**src/rtl/tlul_pkg.sv**
```systemverilog
// Minimal TL-UL type set shared by the host sequencer and its bench:
// bus widths, A/D opcodes and the host/device channel structs.
package tlul_pkg;

  localparam int TL_AW  = 32;
  localparam int TL_DW  = 32;
  localparam int TL_DBW = TL_DW / 8;
  localparam int TL_AIW = 8;
  localparam int TL_DIW = 1;
  localparam int TL_SZW = 2;

  typedef enum logic [2:0] {
    PutFullData    = 3'h0,
    PutPartialData = 3'h1,
    Get            = 3'h4
  } tl_a_op_e;

  typedef enum logic [2:0] {
    AccessAck     = 3'h0,
    AccessAckData = 3'h1
  } tl_d_op_e;

  typedef struct packed {
    logic              a_valid;
    tl_a_op_e          a_opcode;
    logic [2:0]        a_param;
    logic [TL_SZW-1:0] a_size;
    logic [TL_AIW-1:0] a_source;
    logic [TL_AW-1:0]  a_address;
    logic [TL_DBW-1:0] a_mask;
    logic [TL_DW-1:0]  a_data;
    logic              d_ready;
  } tl_h2d_t;

  typedef struct packed {
    logic              d_valid;
    tl_d_op_e          d_opcode;
    logic [2:0]        d_param;
    logic [TL_SZW-1:0] d_size;
    logic [TL_AIW-1:0] d_source;
    logic [TL_DIW-1:0] d_sink;
    logic [TL_DW-1:0]  d_data;
    logic              d_error;
    logic              a_ready;
  } tl_d2h_t;

endpackage

```
**src/rtl/tlul_seq_pkg.sv**
```systemverilog
// Command entry, FSM state encoding and response-opcode helper for the
// TL-UL request sequencer.
package tlul_seq_pkg;
  import tlul_pkg::*;

  localparam int SeqPortW = 2;
  localparam int SeqGapW  = 8;

  localparam logic [TL_SZW-1:0] ASize = 2'd2;

  typedef struct packed {
    logic [SeqPortW-1:0] port;
    tl_a_op_e            opcode;
    logic [TL_AW-1:0]    addr;
    logic [TL_DW-1:0]    data;
    logic [TL_DBW-1:0]   mask;
    logic [TL_AIW-1:0]   source;
    logic                exp_err;
    logic                chk_data;
    logic [TL_DW-1:0]    exp_data;
    logic [SeqGapW-1:0]  gap;
  } cmd_t;

  typedef enum logic [2:0] {
    IDLE,
    GAP,
    REQ,
    RSP,
    DONE
  } seq_state_e;

  function automatic tl_d_op_e exp_d_opcode(input tl_a_op_e op);
    return (op == Get) ? AccessAckData : AccessAck;
  endfunction

endpackage

```
**src/rtl/tlul_seq_fifo.sv**
```systemverilog
// Synchronous command FIFO; pointers carry one extra wrap bit so full and
// empty are distinguished without a separate occupancy counter.
module tlul_seq_fifo
  import tlul_seq_pkg::*;
#(
  parameter int Depth = 16
) (
  input  logic clk,
  input  logic rst,
  input  logic wr_en_i,
  input  cmd_t wdata_i,
  input  logic rd_en_i,
  output cmd_t rdata_o,
  output logic full_o,
  output logic empty_o
);

  localparam int PtrW = $clog2(Depth);

  cmd_t            mem_q [Depth];
  logic [PtrW:0]   wptr_q;
  logic [PtrW:0]   rptr_q;
  logic            rd_ok;
  logic            wr_ok;

  assign empty_o = (wptr_q == rptr_q);
  assign full_o  = (wptr_q[PtrW] != rptr_q[PtrW]) &&
                   (wptr_q[PtrW-1:0] == rptr_q[PtrW-1:0]);
  assign rd_ok   = rd_en_i && !empty_o;
  // A full FIFO still takes a write when the head leaves in the same cycle.
  assign wr_ok   = wr_en_i && (!full_o || rd_ok);
  assign rdata_o = mem_q[rptr_q[PtrW-1:0]];

  always_ff @(posedge clk) begin
    if (!rst) begin
      wptr_q <= '0;
      rptr_q <= '0;
    end else begin
      if (wr_ok) wptr_q <= wptr_q + 1'b1;
      if (rd_ok) rptr_q <= rptr_q + 1'b1;
    end
  end

  always_ff @(posedge clk) begin
    if (wr_ok) mem_q[wptr_q[PtrW-1:0]] <= wdata_i;
  end

endmodule

```
**src/rtl/tlul_req_sequencer.sv**
```systemverilog
// TL-UL host command engine: replays queued A-channel requests one at a time
// on a selected host port and scores each D response.
module tlul_req_sequencer
  import tlul_pkg::*;
  import tlul_seq_pkg::*;
#(
  parameter int NumPorts = 4,
  parameter int Depth    = 16,
  parameter int GapW     = 8,
  parameter int Timeout  = 1024,
  parameter int CntW     = 16
) (
  input  logic             clk,
  input  logic             rst,
  input  logic             cmd_valid_i,
  output logic             cmd_ready_o,
  input  cmd_t             cmd_i,
  input  logic             start_i,
  output tl_h2d_t          tl_h2d_o [NumPorts],
  input  tl_d2h_t          tl_d2h_i [NumPorts],
  output logic             busy_o,
  output logic             done_o,
  output logic [CntW-1:0]  pass_cnt_o,
  output logic [CntW-1:0]  fail_cnt_o,
  output logic [CntW-1:0]  tmo_cnt_o,
  output logic [TL_DW-1:0] last_rdata_o
);

  localparam int TW = $clog2(Timeout) + 1;

  seq_state_e       state_q;
  cmd_t             cur_q;
  cmd_t             head;
  logic [GapW-1:0]  gcnt_q;
  logic [TW-1:0]    tcnt_q;
  logic [CntW-1:0]  pass_q, fail_q, tmo_q;
  logic [TL_DW-1:0] rdata_q;

  logic    fifo_full, fifo_empty;
  logic    go, in_req, in_rsp, complete, tmo_hit, finish, pop, push, resp_bad;
  tl_d2h_t sel_d2h;
  logic    unused_d2h;

  function automatic logic [CntW-1:0] sat_inc(input logic [CntW-1:0] v);
    return (&v) ? v : v + 1'b1;
  endfunction

  assign sel_d2h  = tl_d2h_i[cur_q.port];
  assign in_req   = (state_q == REQ);
  assign in_rsp   = (state_q == RSP);
  assign go       = start_i && (state_q == IDLE || state_q == DONE);
  assign complete = (in_req && sel_d2h.a_ready && sel_d2h.d_valid) ||
                    (in_rsp && sel_d2h.d_valid);
  assign tmo_hit  = (in_req || in_rsp) && !complete && (tcnt_q == TW'(Timeout - 1));
  assign finish   = complete || tmo_hit;
  assign pop      = !fifo_empty && (go || finish);
  assign push     = cmd_valid_i && cmd_ready_o;
  assign cmd_ready_o = !fifo_full || pop;

  assign resp_bad = (sel_d2h.d_opcode != exp_d_opcode(cur_q.opcode)) ||
                    (sel_d2h.d_error != cur_q.exp_err) ||
                    (cur_q.chk_data && (sel_d2h.d_data != cur_q.exp_data));

  assign unused_d2h = ^{sel_d2h.d_param, sel_d2h.d_size, sel_d2h.d_source, sel_d2h.d_sink};

  tlul_seq_fifo #(.Depth(Depth)) u_fifo (
    .clk     (clk),
    .rst     (rst),
    .wr_en_i (push),
    .wdata_i (cmd_i),
    .rd_en_i (pop),
    .rdata_o (head),
    .full_o  (fifo_full),
    .empty_o (fifo_empty)
  );

  // Only the port named by the active command ever sees a_valid/d_ready.
  always_comb begin
    for (int p = 0; p < NumPorts; p++) begin
      tl_h2d_o[p] = '0;
      if ((in_req || in_rsp) && (cur_q.port == SeqPortW'(p))) begin
        tl_h2d_o[p].d_ready = 1'b1;
        if (in_req) begin
          tl_h2d_o[p].a_valid   = 1'b1;
          tl_h2d_o[p].a_opcode  = cur_q.opcode;
          tl_h2d_o[p].a_param   = 3'd0;
          tl_h2d_o[p].a_size    = ASize;
          tl_h2d_o[p].a_source  = cur_q.source;
          tl_h2d_o[p].a_address = cur_q.addr;
          tl_h2d_o[p].a_mask    = cur_q.mask;
          tl_h2d_o[p].a_data    = cur_q.data;
        end
      end
    end
  end

  always_ff @(posedge clk) begin
    if (pop) cur_q <= head;
  end

  always_ff @(posedge clk) begin
    if (!rst) begin
      state_q <= IDLE;
      gcnt_q  <= '0;
      tcnt_q  <= '0;
      pass_q  <= '0;
      fail_q  <= '0;
      tmo_q   <= '0;
      rdata_q <= '0;
    end else begin
      case (state_q)
        IDLE, DONE: begin
          if (start_i) begin
            pass_q <= '0;
            fail_q <= '0;
            tmo_q  <= '0;
            if (fifo_empty) begin
              state_q <= DONE;
            end else begin
              state_q <= GAP;
              gcnt_q  <= GapW'(head.gap);
            end
          end
        end
        GAP: begin
          if (gcnt_q == '0) begin
            state_q <= REQ;
            tcnt_q  <= '0;
          end else begin
            gcnt_q <= gcnt_q - 1'b1;
          end
        end
        REQ, RSP: begin
          tcnt_q <= tcnt_q + 1'b1;
          if (finish) begin
            if (complete) begin
              rdata_q <= sel_d2h.d_data;
              if (resp_bad) fail_q <= sat_inc(fail_q);
              else          pass_q <= sat_inc(pass_q);
            end else begin
              tmo_q <= sat_inc(tmo_q);
            end
            if (fifo_empty) begin
              state_q <= DONE;
            end else begin
              state_q <= GAP;
              gcnt_q  <= GapW'(head.gap);
            end
          end else if (in_req && sel_d2h.a_ready) begin
            state_q <= RSP;
          end
        end
        default: state_q <= IDLE;
      endcase
    end
  end

  assign busy_o       = (state_q == GAP) || (state_q == REQ) || (state_q == RSP);
  assign done_o       = (state_q == DONE);
  assign pass_cnt_o   = pass_q;
  assign fail_cnt_o   = fail_q;
  assign tmo_cnt_o    = tmo_q;
  assign last_rdata_o = rdata_q;

endmodule

```
**config.mk**
```make
export PLATFORM = sky130hd
export DESIGN_NAME = tlul_req_sequencer
export DESIGN_NICKNAME = d
export VERILOG_FILES = /design/src/rtl/tlul_pkg.sv /design/src/rtl/tlul_seq_pkg.sv /design/src/rtl/tlul_seq_fifo.sv /design/src/rtl/tlul_req_sequencer.sv
export SDC_FILE = /design/constraint.sdc
export NUM_CORES = 2
export LEC_CHECK = 0
export ABC_AREA = 1
export BUFFER_PORTS_ARGS = -buffer_cell sky130_fd_sc_hd__buf_2
export CAP_MARGIN = 30
export CORE_ASPECT_RATIO = 0.6
export CORE_MARGIN = 3
export CORE_UTILIZATION = 60
export CTS_CLUSTER_DIAMETER = 100
export DETAILED_ROUTE_END_ITERATION = 10
export PLACE_DENSITY = 0.8
export SYNTH_ARGS = -nofsm -noshare
export SYNTH_HDL_FRONTEND = slang
export SYNTH_SLANG_ARGS = --single-unit
```
**constraint.sdc**
```tcl
create_clock -name clk -period 17 [get_ports clk]
set_input_delay 2.55 -clock clk [delete_from_list [all_inputs] [get_ports clk]]
set_output_delay 2.55 -clock clk [all_outputs]
set_load 0.02 [all_outputs]
```
==> run_results.csv <==
group,metric,value,unit
detailed_routing,first_pass_iters,6,
clock_tree,root_buffer,"clkbuf_16",
timing,hold_viol_final,0,
clock_tree,cts_inserted_buffers,186,
timing,tns,0,ns
floorplanning,floorplan.initialDensity,0.6072,
worst_setup_path,cp_max_fo,4,
clock_tree,cts_tree,"done",
layout,drive_gt1_frac,0.1411,
synthesis,synth_top_family_by_area,"compound AO/OA/AOI/OAI gates",
floorplanning,dieArea,151800,µm²
status,outcome,"finished, violations left",
worst_setup_path,cp.required,14.45,ns
detailed_routing,avgRoutedWirePerCell,25.42,µm
synthesis,synthFlopType,"edfxtp_1",
detailed_routing,first_iter_violations,9676,
worst_setup_path,reg2reg_setup_slack,10.65,ns
hold_path,hold_end,"tcnt_q[10]",
floorplanning,die_x,501.0,µm
detailed_routing,ant_nets,0,
synthesis,synthCells,7078,
synthesis,yosysWarnings,0,
synthesis,async_reset_ff_frac,0,
status,failed_checks,"slew limit",
layout,multi_input_area,20700,µm²
hold_path,hp-class,"register to register",
timing,min_period_over_period,0.3832,
power_and_ir_drop,power_density,138.4,nW/µm²
synthesis,seq_area_frac_synth,0.7355,
clock_tree,cts_setup_buffers,0,
clock_tree,clockBufferDepth,3,
floorplanning,io_pins,762,
placed_design,place_congestion,0.8959,
worst_setup_path,end_kind,"output pin",
timing,relSlewSlack,-0.01905,
timing,final-setup-viol-count,0,
layout,fillers,9736,
hold_path,min_from,"tcnt_q[10]",
synthesis,synth_xor_xnor_area_share,0.002284,
global_routing,overflow,0,
floorplanning,core_area,145300,µm²
timing,final_max_slew_viol_count,99,
power_and_ir_drop,leakage,35.04,nW
synthesis,ys_ff_latch,2199,
floorplanning,row_count,108,
power_and_ir_drop,p_total,13.72,mW
worst_setup_path,cp-start-kind,"input port",
synthesis,avgSynthCellArea,12.46,µm²
timing,max_freq,0.1535,GHz
worst_setup_path,crit_type,"input port to output pin",
layout,regArea,64890,µm²
timing,finClkSkew,0.03408,ns
global_routing,grt_pass1_vias,58000,
worst_setup_path,reg2reg_depth,20,
synthesis,synth_fa_ha_area_frac,0.001560,
timing,rsz0062_at_grt,"no",
global_routing,grtUsageTotal,0.3130,
global_routing,grt_max_degree,275,
worst_setup_path,r2r_end,"u_fifo.mem_q[12][104]",
detailed_routing,drt_wl_total,245.8,mm
clock_tree,clkTransAtPathRegs,0.07,ns
floorplanning,die_height,303.0,µm
hold_path,holdPathStages,2,
timing,min_period,6.514,ns
placed_design,port_buffers,689,
timing,tightest_slew,1.529,ns
synthesis,synth_simple_gate_area_frac,0.1059,
synthesis,synth_edf_count,2083,
layout,syn_to_final_growth,12.44,%
placed_design,dp_hpwl,129.6,mm
job,maxCapViolCount,0,
clock_tree,cts.repair.resized,0,
clock_tree,holdBufCountCts,0,
synthesis,muxShareOfSynthArea,0,
worst_setup_path,crit_start,"tl_d2h_i[156]",
worst_setup_path,rr_startpoint,"cur_q[121]",
global_routing,grt_pass1_wl,357.8,mm
power_and_ir_drop,ir_worst_vdd,0.0001299,V
layout,postLayoutCoreUtil,0.6828,
worst_setup_path,worstPathArrival,3.96,ns
layout,layout.nets,7905,
synthesis,synth_area,88210,µm²
clock_tree,htree_levels,4,
clock_tree,clock_latency,0.82,ns
clock_tree,cts_sinks,2199,
detailed_routing,drc,0,
global_routing,antenna_found_initial,42,
synthesis,synth_cell_types,45,
detailed_routing,avgViaCountPerCell,6.445,
synthesis,synth_compound_area_frac,0.1225,
detailed_routing,vias,62310,
-- metrics by stage --
stage                     setup WS (ns)  area [µm²]  hold slack, ns  cells
after CTS                         9.957       98980          0.4703   9632
after global routing              10.27       99150          0.5029   9655
after floorplan                   7.646       88260          0.4388   7093
after detailed placement          9.145       93200          0.4584   9291
final                             10.49       99180          0.4706   9668
after global placement            9.231       92980          0.4516   9282
-- synth_stat cells, drive strengths merged, types with 6 or more instances --
cell type	instances	area share
xor2	13	0.0013
o21ai	1058	0.060
o211ai	83	0.0071
or2	6	0.00043
a211oi	6	0.00051
inv	198	0.0084
nor3	18	0.0010
o22ai	97	0.0069
nand3b	12	0.0010
a31oi	36	0.0026
dfxtp	116	0.026
nor2	1438	0.061
buf	79	0.0053
xnor2	10	0.00099
clkbuf	435	0.019
nand4	24	0.0017
o221ai	398	0.040
nand2	625	0.027
a21oi	76	0.0045
ha	11	0.0016
o21bai	8	0.00068
edfxtp	2083	0.71
nor4	6	0.00043
nand3	229	0.013
-- power by group --
group	leakage [nW]	total (mW)	switching (mW)	internal, mW
Combinational	12.4	3.19	2.34	0.849
Clock	2.83	4.15	1.90	2.25
Sequential	19.8	6.39	0.176	6.22
Total	35.0	13.7	4.41	9.31
-- layer usage --
metal | share of wire | routed length, µm | track usage
met5 | 0.00047 | 115 | 0
met4 | 0.028 | 6857 | 0.1075
met2 | 0.46 | 112600 | 0.4720
met3 | 0.13 | 31350 | 0.06839
met1 | 0.39 | 94890 | 0.4577
-- kinds of logic (layout without fill, tap and decap cells) --
logic type      after synthesis  count (layout)
compound gates             1770            1770
fa+ha+maj                    11              11
flops                      2199            2199
other cells                   1              47
xor+xnor                     23              23
buf+inv                     712            1331
simple gates               2362            2362
-- how the worst max path moves through the flow --
stage	end	cells past startpoint
2_1_floorplan	u_fifo.mem_q[11][0]	12
3_3_place_gp	u_fifo.mem_q[13][116]	16
3_5_place_dp	u_fifo.mem_q[11][97]	16
4_1_cts	u_fifo.mem_q[11][97]	19
5_1_grt	cmd_ready_o	12
6_report	cmd_ready_o	10
-- layout make-up --
type / count / share of cell area
antenna: 31 / 0.0007821
clock buffer: 254 / 0.05088
clock inverter: 87 / 0.007405
inverter: 198 / 0.007821
multi-input combinational: 4182 / 0.2087
sequential: 2199 / 0.6542
tap: 1925 / 0.02428
timing repair buffer: 792 / 0.04589
-- worst max-delay path, stage by stage --
cell,delay [ns]
buf_2,0.09
a22oi_1,0.31
nand3_1,0.12
nand2_1,0.15
inv_2,0.10
a21oi_4,0.16
nand2_1,0.12
nor2_1,0.10
nand2_1,0.08
buf_2,0.18
-- flip-flops by register name, summed over array words and instances (netlist names), named ones only --
name / flops
fail_cnt_o: 16
tcnt_q: 11
last_rdata_o: 32
gcnt_q: 8
cur_q: 115
tmo_cnt_o: 16
pass_cnt_o: 16
u_fifo.wptr_q: 5
u_fifo.mem_q: 1968
state_q: 3
u_fifo.rptr_q: 5
-- cells in the final DEF, fill, tap and decap left out, types with 82 or more instances in the layout --
cell type / instances
edfxtp_1: 2083
nand3_1: 229
nand2_1: 616
o221ai_1: 398
inv_1: 186
o22ai_1: 97
buf_4: 82
dfxtp_1: 112
o211ai_1: 83
nor2_1: 1420
clkbuf_16: 191
o21ai_0: 1057
buf_2: 689
Power figures use the tool's default switching activity.
